--- src/rtl/mem_bus_if.sv ---
`default_nettype none
// ----------------------------------------------------------------------------
// mem_bus_if : one core load/store -> one handshaked data-bus transaction.
// Revision   : 1.0
// ----------------------------------------------------------------------------
module mem_bus_if #(
  parameter int XLEN    = 32,
  parameter int TIMEOUT = 15
) (
  input  logic            clk,
  input  logic            rst,
  input  logic            req_valid,
  output logic            req_ready,
  input  logic            req_we,
  input  logic [1:0]      req_size,
  input  logic            req_unsigned,
  input  logic [XLEN-1:0] req_addr,
  input  logic [XLEN-1:0] req_wdata,
  output logic            resp_valid,
  input  logic            resp_ready,
  output logic [XLEN-1:0] resp_rdata,
  output logic [1:0]      resp_err,
  output logic [XLEN-1:0] DAD,
  output logic            MREQ,
  output logic            WRITE,
  output logic [1:0]      SIZE,
  input  logic            ACKD_n,
  input  logic [XLEN-1:0] ddt_in,
  output logic [XLEN-1:0] ddt_out,
  output logic            ddt_oe
);

  localparam int AL = $clog2(XLEN/8);
  localparam int CW = (TIMEOUT > 1) ? $clog2(TIMEOUT) : 1;

  typedef enum logic [1:0] {
    IDLE = 2'd0,
    BUS  = 2'd1,
    RESP = 2'd2
  } state_t;

  state_t                 state;
  logic [CW-1:0]          wait_cnt;
  logic                   ld_unsigned;
  logic                   aligned;
  logic                   accept;
  logic [XLEN-1:0]        wdata_rep;
  logic [XLEN-1:0]        shifted;
  logic [XLEN-1:0]        left;
  logic [XLEN-1:0]        ld_ext;
  logic signed [XLEN-1:0] ld_sext;
  logic [6:0]             pad;

  assign req_ready = (state == IDLE) || ((state == RESP) && resp_ready);
  assign accept    = req_valid && req_ready;

  always_comb begin
    aligned = 1'b0;
    case (req_size)
      2'b00:   aligned = 1'b1;
      2'b01:   aligned = ~req_addr[0];
      2'b10:   aligned = (req_addr[1:0] == 2'b00);
      default: aligned = (XLEN == 64) && (req_addr[AL-1:0] == '0);
    endcase
  end

  always_comb begin
    wdata_rep = req_wdata;
    case (req_size)
      2'b00:   wdata_rep = {(XLEN/8){req_wdata[7:0]}};
      2'b01:   wdata_rep = {(XLEN/16){req_wdata[15:0]}};
      2'b10:   wdata_rep = {(XLEN/32){req_wdata[31:0]}};
      default: wdata_rep = req_wdata;
    endcase
  end

  // Right-justify the addressed lane, then extend by shifting the field to the MSB and back.
  always_comb begin
    pad = 7'd0;
    case (SIZE)
      2'b00:   pad = 7'(XLEN - 8);
      2'b01:   pad = 7'(XLEN - 16);
      2'b10:   pad = 7'(XLEN - 32);
      default: pad = 7'd0;
    endcase
    shifted = ddt_in >> {DAD[AL-1:0], 3'b000};
    left    = shifted << pad;
    ld_sext = $signed(left) >>> pad;
    ld_ext  = ld_unsigned ? (left >> pad) : ld_sext;
  end

  always_ff @(posedge clk) begin
    if (rst) begin
      state       <= IDLE;
      wait_cnt    <= '0;
      ld_unsigned <= 1'b0;
      resp_valid  <= 1'b0;
      resp_err    <= 2'b00;
      resp_rdata  <= '0;
      DAD         <= '0;
      MREQ        <= 1'b0;
      WRITE       <= 1'b0;
      SIZE        <= 2'b00;
      ddt_out     <= '0;
      ddt_oe      <= 1'b0;
    end else begin
      case (state)
        IDLE: ;
        BUS: begin
          if (!ACKD_n) begin
            MREQ       <= 1'b0;
            WRITE      <= 1'b0;
            ddt_oe     <= 1'b0;
            resp_valid <= 1'b1;
            resp_err   <= 2'b00;
            resp_rdata <= WRITE ? '0 : ld_ext;
            state      <= RESP;
          end else if ((TIMEOUT > 0) && (wait_cnt == CW'(TIMEOUT - 1))) begin
            MREQ       <= 1'b0;
            WRITE      <= 1'b0;
            ddt_oe     <= 1'b0;
            resp_valid <= 1'b1;
            resp_err   <= 2'b10;
            resp_rdata <= '0;
            state      <= RESP;
          end else begin
            wait_cnt <= wait_cnt + 1'b1;
          end
        end
        RESP: begin
          if (resp_ready) begin
            resp_valid <= 1'b0;
            state      <= IDLE;
          end
        end
        default: state <= IDLE;
      endcase

      // A new acceptance (from IDLE or back-to-back from RESP) overrides the above.
      if (accept) begin
        if (aligned) begin
          DAD         <= req_addr;
          SIZE        <= req_size;
          WRITE       <= req_we;
          ddt_oe      <= req_we;
          ddt_out     <= wdata_rep;
          ld_unsigned <= req_unsigned;
          MREQ        <= 1'b1;
          wait_cnt    <= '0;
          resp_valid  <= 1'b0;
          state       <= BUS;
        end else begin
          resp_valid  <= 1'b1;
          resp_err    <= 2'b01;
          resp_rdata  <= '0;
          state       <= RESP;
        end
      end
    end
  end

endmodule
`default_nettype wire

--- config.mk ---
export PLATFORM = sky130hd
export DESIGN_NAME = mem_bus_if
export DESIGN_NICKNAME = d
export VERILOG_FILES = /design/src/rtl/mem_bus_if.sv
export SDC_FILE = /design/constraint.sdc
export NUM_CORES = 1
export LEC_CHECK = 0
export ABC_AREA = 1
export BUFFER_PORTS_ARGS = -buffer_cell sky130_fd_sc_hd__buf_2
export CAP_MARGIN = 40
export CELL_PAD_IN_SITES_DETAIL_PLACEMENT = 1
export CELL_PAD_IN_SITES_GLOBAL_PLACEMENT = 1
export CORE_ASPECT_RATIO = 1.75
export CORE_MARGIN = 2
export CORE_UTILIZATION = 35
export DETAILED_ROUTE_END_ITERATION = 12
export PLACE_DENSITY_LB_ADDON = 0.1
export SETUP_SLACK_MARGIN = 0.4
export SKIP_CTS_REPAIR_TIMING = 1
export SLEW_MARGIN = 20
export SYNTH_ARGS = -nofsm -noshare
export SYNTH_HDL_FRONTEND = slang
export SYNTH_SLANG_ARGS = --single-unit
--- constraint.sdc ---
create_clock -name clk -period 2 [get_ports clk]
set_input_delay 0.3 -clock clk [delete_from_list [all_inputs] [get_ports clk]]
set_output_delay 0.3 -clock clk [all_outputs]
set_load 0.05 [all_outputs]
==> results of run 1 <==
-- flip-flops by register name (all words and copies together) (netlist names) --
register,count
ld_unsigned,1
resp_rdata,32
resp_err,2
WRITE,1
state,2
resp_valid,1
MREQ,1
wait_cnt,4
DAD,32
ddt_oe,1
ddt_out,32
SIZE,2
-- per-layer routing --
layer / global-route usage / vias up
li1: - / 2796
met1: 0.232 / 2656
met2: 0.440 / 178
met3: 0.0500 / 43
met4: 0.111 / 0
met5: 0 / -
-- path summary, 6_finish.rpt --
path | start | to | slack [ns]
worst max-delay path | state[1]$_SDFFE_PP0P_ | req_ready | 0.44
worst min-delay path | req_wdata[22] | ddt_out[22]$_SDFFE_PP0P_ | 0.20
worst max register to register | state[1]$_SDFFE_PP0P_ | resp_valid$_SDFFE_PP0P_ | 0.48
worst min register to register | resp_rdata[28]$_SDFF_PP0_ | resp_rdata[28]$_SDFF_PP0_ | 0.47
-- worst min-delay path, delay by kind of cell --
family	cells	cell delay (ns)
buffers and inverters	1	0.09
AND/OR/NAND/NOR	1	0.05
AO/OA/AOI/OAI	1	0.05
-- cells by family after synthesis --
| kind of cell | count (synthesis) |
|---|---|
| AO/OA/AOI/OAI | 177 |
| XOR/XNOR | 2 |
| adder cells (fa/ha/maj) | 2 |
| buffers and inverters | 77 |
| flip-flops | 111 |
| multiplexers | 2 |
| AND/OR/NAND/NOR | 369 |
-- stage by stage --
stage          total power (W)  std cells   util  cell area [µm²]  hold slack (ns)
2_1_floorplan          0.00353        740      -             5130            0.442
3_3_place_gp           0.00393       1095  0.435             6250            0.450
3_5_place_dp           0.00397       1095  0.435             6250            0.457
4_1_cts                0.00573       1111  0.455             6530            0.187
5_1_grt                0.00597       1117  0.464             6670            0.202
6_report               0.00570       1117  0.464             6670            0.197
-- area by class of cell --
class | count | share of cell area
clock buffers | 9 | 0.0338
clock inverters | 7 | 0.00844
inverters | 27 | 0.0174
multi-input cells | 552 | 0.378
flip-flops and latches | 111 | 0.335
well taps | 180 | 0.0338
repair buffers | 231 | 0.193
-- placed cells by master (no fill, tap or decap), types with 3 or more instances in the layout --
cell	n
a21oi_1	78
a21oi_2	3
buf_12	5
buf_2	209
buf_4	14
clkbuf_16	9
dfxtp_1	105
dfxtp_2	3
dfxtp_4	3
inv_1	21
inv_2	3
inv_6	4
nand2_1	194
nand2_2	3
nand3_1	46
nor2_1	115
nor2_4	4
o211ai_1	5
o21ai_0	80
o21ai_1	4
-- power by group --
| group | switching, W | leakage, nW | internal, W |
|---|---|---|---|
| registers | 0.0000894 | 0.910 | 0.00234 |
| logic | 0.00109 | 2.22 | 0.000422 |
| clock network | 0.000889 | 0.136 | 0.000865 |
| total | 0.00207 | 3.26 | 0.00363 |
==> run metrics, run 1 <==
status finished, final reports clean; PD cells around 850 nW/µm²; setup TNS 0 ns; WP data arrival 1.26 ns; # Max-Cap Violations 0; Crit. End Element output port; register area ~2200 µm²; antenna violation net count after detailed routing 0; io pins 210; largest net degree at the start of global routing 70; vias in the first global route 5880; num rows 58; Post-synth top cells nand2_1 (197), nor2_1 (116), dfxtp_1 (111); Tmin final about 1.6 ns; Top Family by Delay on Critical Path flip-flops; Avg Inst Size Synth approximately 6.9 µm²; uppermost layer routed met4; multiplexer area fraction after synthesis 0.00391; Setup WS pre-CTS 0.0934 ns; post-DR vias/cell roughly 5; TritonCTS clock tree done; layout cells sized above 1 0.295; Crit Path Class reg2out; largest cells by area after synthesis dfxtp_1 (43%), nand2_1 (14%), nor2_1 (8.5%); CP cell instances a21oi_4 -> buf_2; Clock Skew about 0.011 ns; Syn Inst Count 740; WL/cell roughly 17 µm; die span in x 95.4 µm; gr ovfl total 0; Compound-Gate Fraction of Synth Area 0.181; layout net count 1039; Synth-to-Final Area Change 30.4%; global-route wire length before repair around 28 mm; TritonCTS Buffers 9; Post-Synth Adder-Cell Area 0.00489; post-synthesis sequential area ratio 0.434; CTS root buf clkbuf_16; wl on met1 between 6 and 7 mm; remaining design rule violation count 0; xor/xnor share of the synthesized area 0.00342; Worst Path Required 1.70 ns; DRT Pass-1 Iters 5; multi-input logic area 2520 µm²; Final Hold Viols 0; met3 WL ~1.1 mm; Simple-Gate Fraction of Synth Area 0.289; EDFF count, synth 0; flop and latch count out of synthesis ~110; routability cong. around 0.9; CP max FO 4; Max rail drop VDD around 450 µV; syn nets between 800 and 900; Setup Viol. Count Final 0; CP max-delay cell dfxtp_1; Relative slew margins 0.669; Vias between 5000 and 6000; cells on worst reg2reg path 9; worst-skew pair later-pin latency ~0.35 ns; clk sink count between 100 and 150; Worst path depth 2; Tcrit/Tclk final 0.778; deepest clock path buffer count 2; metal2 WL between 9 and 10 mm; asr flop ratio synth 0; hold depth 3; WP buf/inv 1; Port Buffers roughly 210; Die Ht between 150 and 200 µm; htree depth 3; Max Freq 0.643 GHz; CORE AREA ~14000 µm²; top_reg_cell synth dfxtp_1; Worst Setup Start Kind register; Yosys top cell area share 0.434; yosys warns 0; Distinct cells, synth 31; starting density of the core 0.356; number of diodes 0; HPWL Detailed roughly 14 mm; cell with the most instances after synthesis nand2_1; synthesized area 5110 µm²; largest family of logic cells by synthesized area simple AND/OR/NAND/NOR gates; Total Routing Usage GR 0.232; Reg clk slew, reported paths 0.08 ns; worst min-delay path class in2reg; delay of the slowest critical-path stage roughly 0.36 ns; worst slew pin tran between 0.4 and 0.5 ns; Lkg Pwr 3.26 nW; initial antenna violation count 0; area leader, netlist dfxtp_1; unrepaired setup endpoints after global routing true; Final WS setup 0.444 ns; final wirelength about 18 mm; Slew Viols, Final 0; Die ar. 15600 µm²; drt initial violations 195; fillers just under 2000
Power figures use the tool's default switching activity.
==> run 2, diff against run 1 <==
--- a/config.mk
+++ b/config.mk
@@ -12,7 +12,7 @@
 export CELL_PAD_IN_SITES_GLOBAL_PLACEMENT = 1
 export CORE_ASPECT_RATIO = 1.75
 export CORE_MARGIN = 2
-export CORE_UTILIZATION = 35
+export CORE_UTILIZATION = 30
 export DETAILED_ROUTE_END_ITERATION = 12
 export PLACE_DENSITY_LB_ADDON = 0.1
 export SETUP_SLACK_MARGIN = 0.4
==> constraint.sdc (replaced) <==
create_clock -name clk -period 1.4 [get_ports clk]
set_input_delay 0.21 -clock clk [delete_from_list [all_inputs] [get_ports clk]]
set_output_delay 0.21 -clock clk [all_outputs]
set_load 0.05 [all_outputs]
==> run 2 against run 1 <==
Net effect: the run now ends with setup timing left; clock-buffer cell count is 1 higher; worst setup slack worse by 0.47 ns; first-iteration DRC count is 11% lower; critical path depth is 7 higher; clock skew is 0.0027 ns higher; cell count is 9.5% higher; non-clock buffer count is 58 higher; clock power is 43% higher; sequential power is 45% higher; critical path type is now reg2reg.
==> run metrics, run 2 (synthesis gave the netlist of run 1 again) <==
status finished, violations left; failing checks setup timing; Tmin final 1.43 ns; Lkg Pwr 3.84 nW; remaining design rule violation count 0; post-route insts no fill about 1200; CTS root buf clkbuf_16; num rows 63; WP buf/inv 4; # Max-Cap Violations 0; Slew Viols, Final 0; final wirelength about 21 mm; WP data arrival 1.69 ns; HPWL Detailed 15.0 mm; CP max FO 6; commonest non-fill, non-tap cell in the layout buf_2; PD cells approximately 1100 nW/µm²; WL/cell around 17 µm; htree depth 3; final instance area about 8500 µm²; worst min-delay path class in2reg; TritonCTS clock tree done; Die ar. 18200 µm²; starting density of the core 0.305; CP max-delay cell dfxtp_2; routability cong. between 0.8 and 0.9; CP cell instances inv_2 -> ha_4 -> nand3_4 -> a21oi_4 -> clkinv_4 -> buf_6 -> a32o_1 -> nand2_1 -> inv_1; Crit. End Element register; CORE AREA ~17000 µm²; clk sink count 111; Max rail drop VDD between 700 and 800 µV; Tcrit/Tclk final 1.02; Worst Path Required approximately 1.7 ns; global-route wire length before repair approximately 30 mm; most frequent cells in the layout buf_2 (158), nand2_1 (157), nor2_1 (100), dfxtp_1 (58), a21oi_1 (55); drt initial violations ~170; worst slew pin tran around 0.5 ns; gr ovfl total 0; r2r setup slk -0.03 ns; die span in x just over 100 µm; Area after DPL 6690 µm²; number of diodes 0; Synth-to-Final Area Change 66.0%; post-DR vias/cell ~4.9; TritonCTS Buffers 9; DRT Pass-1 Iters 4; Total Routing Usage GR 0.212; Relative slew margins 0.664; Setup Viol. Count Final 5; Crit Path Class reg2reg; placed cell count around 1200; Design Power slightly below 0.009 W; Final WS setup -0.0255 ns; deepest clock path buffer count 2; io pins 210; Worst Setup Start Kind register; Vias ~6000; Hold Slack approximately 0.09 ns; worst-skew pair later-pin latency 0.36 ns; delay of the slowest critical-path stage 0.33 ns; Final Hold Viols 0; initial antenna violation count 0; Port Buffers around 210; vias in the first global route between 6000 and 7000; largest net degree at the start of global routing 70; layout net count about 1100; unrepaired setup endpoints after global routing true; fillers 2092; Reg clk slew, reported paths 0.07 ns; antenna violation net count after detailed routing 0; Largest regs DAD: 32 flops, ddt_out: 32 flops, resp_rdata: 32 flops; Clock Skew about 0.014 ns; Max Freq 0.702 GHz; layout cells sized above 1 0.487; Top Family by Delay on Critical Path compound AO/OA/AOI/OAI gates; setup TNS -0.0657 ns; Die Ht roughly 180 µm
[run 2: where the power goes]
part	total (W)	internal, W	switching (W)
sequential	0.00353	0.00336	0.000177
clock	0.00251	0.00126	0.00124
combinational	0.00291	0.00111	0.00180
total	0.00895	0.00573	0.00322
[run 2: stage by stage]
stage / setup slack [ns] / utilization
after global routing: -0.0864 / 0.506
after CTS: -0.103 / 0.415
after detailed placement: -0.166 / 0.398
after global placement: -0.0795 / 0.398
after floorplan: -0.0363 / -
final: -0.0255 / 0.506
[run 2: layout make-up]
| type | count | area (µm²) | area share |
|---|---|---|---|
| well taps | 227 | 284 | 0.0334 |
| flip-flops and latches | 111 | 2320 | 0.273 |
| inverters | 27 | 126 | 0.0149 |
| multi-input cells | 553 | 3020 | 0.356 |
| repair buffers | 289 | 2450 | 0.289 |
| clock inverters | 6 | 43.8 | 0.00516 |
| clock buffers | 10 | 239 | 0.0281 |
[run 2: worst reg2reg max path, cell delays in order, from the launching register on]
cell and delay, ns:
dfxtp_2 0.33, inv_2 0.07, ha_4 0.13, nand3_4 0.10, a21oi_4 0.18, clkinv_4 0.12
buf_6 0.13, a32o_1 0.19, nand2_1 0.05, inv_1 0.03
[run 2: final timing paths]
path / startpoint / endpoint / depth (start not counted)
worst min-delay path: req_addr[29] / DAD[29]$_SDFFE_PP0P_ / 3
worst max-delay path: wait_cnt[0]$_SDFF_PP0_ / resp_rdata[5]$_SDFF_PP0_ / 9
worst max register to register: wait_cnt[0]$_SDFF_PP0_ / resp_rdata[5]$_SDFF_PP0_ / 9
worst min register to register: resp_valid$_SDFFE_PP0P_ / resp_valid$_SDFFE_PP0P_ / 2
[run 2: per-layer routing]
metal / part of all wire / global-route usage
met5: 0 / 0
met4: 0.044 / 0.114
met3: 0.054 / 0.0434
met2: 0.56 / 0.398
met1: 0.34 / 0.211
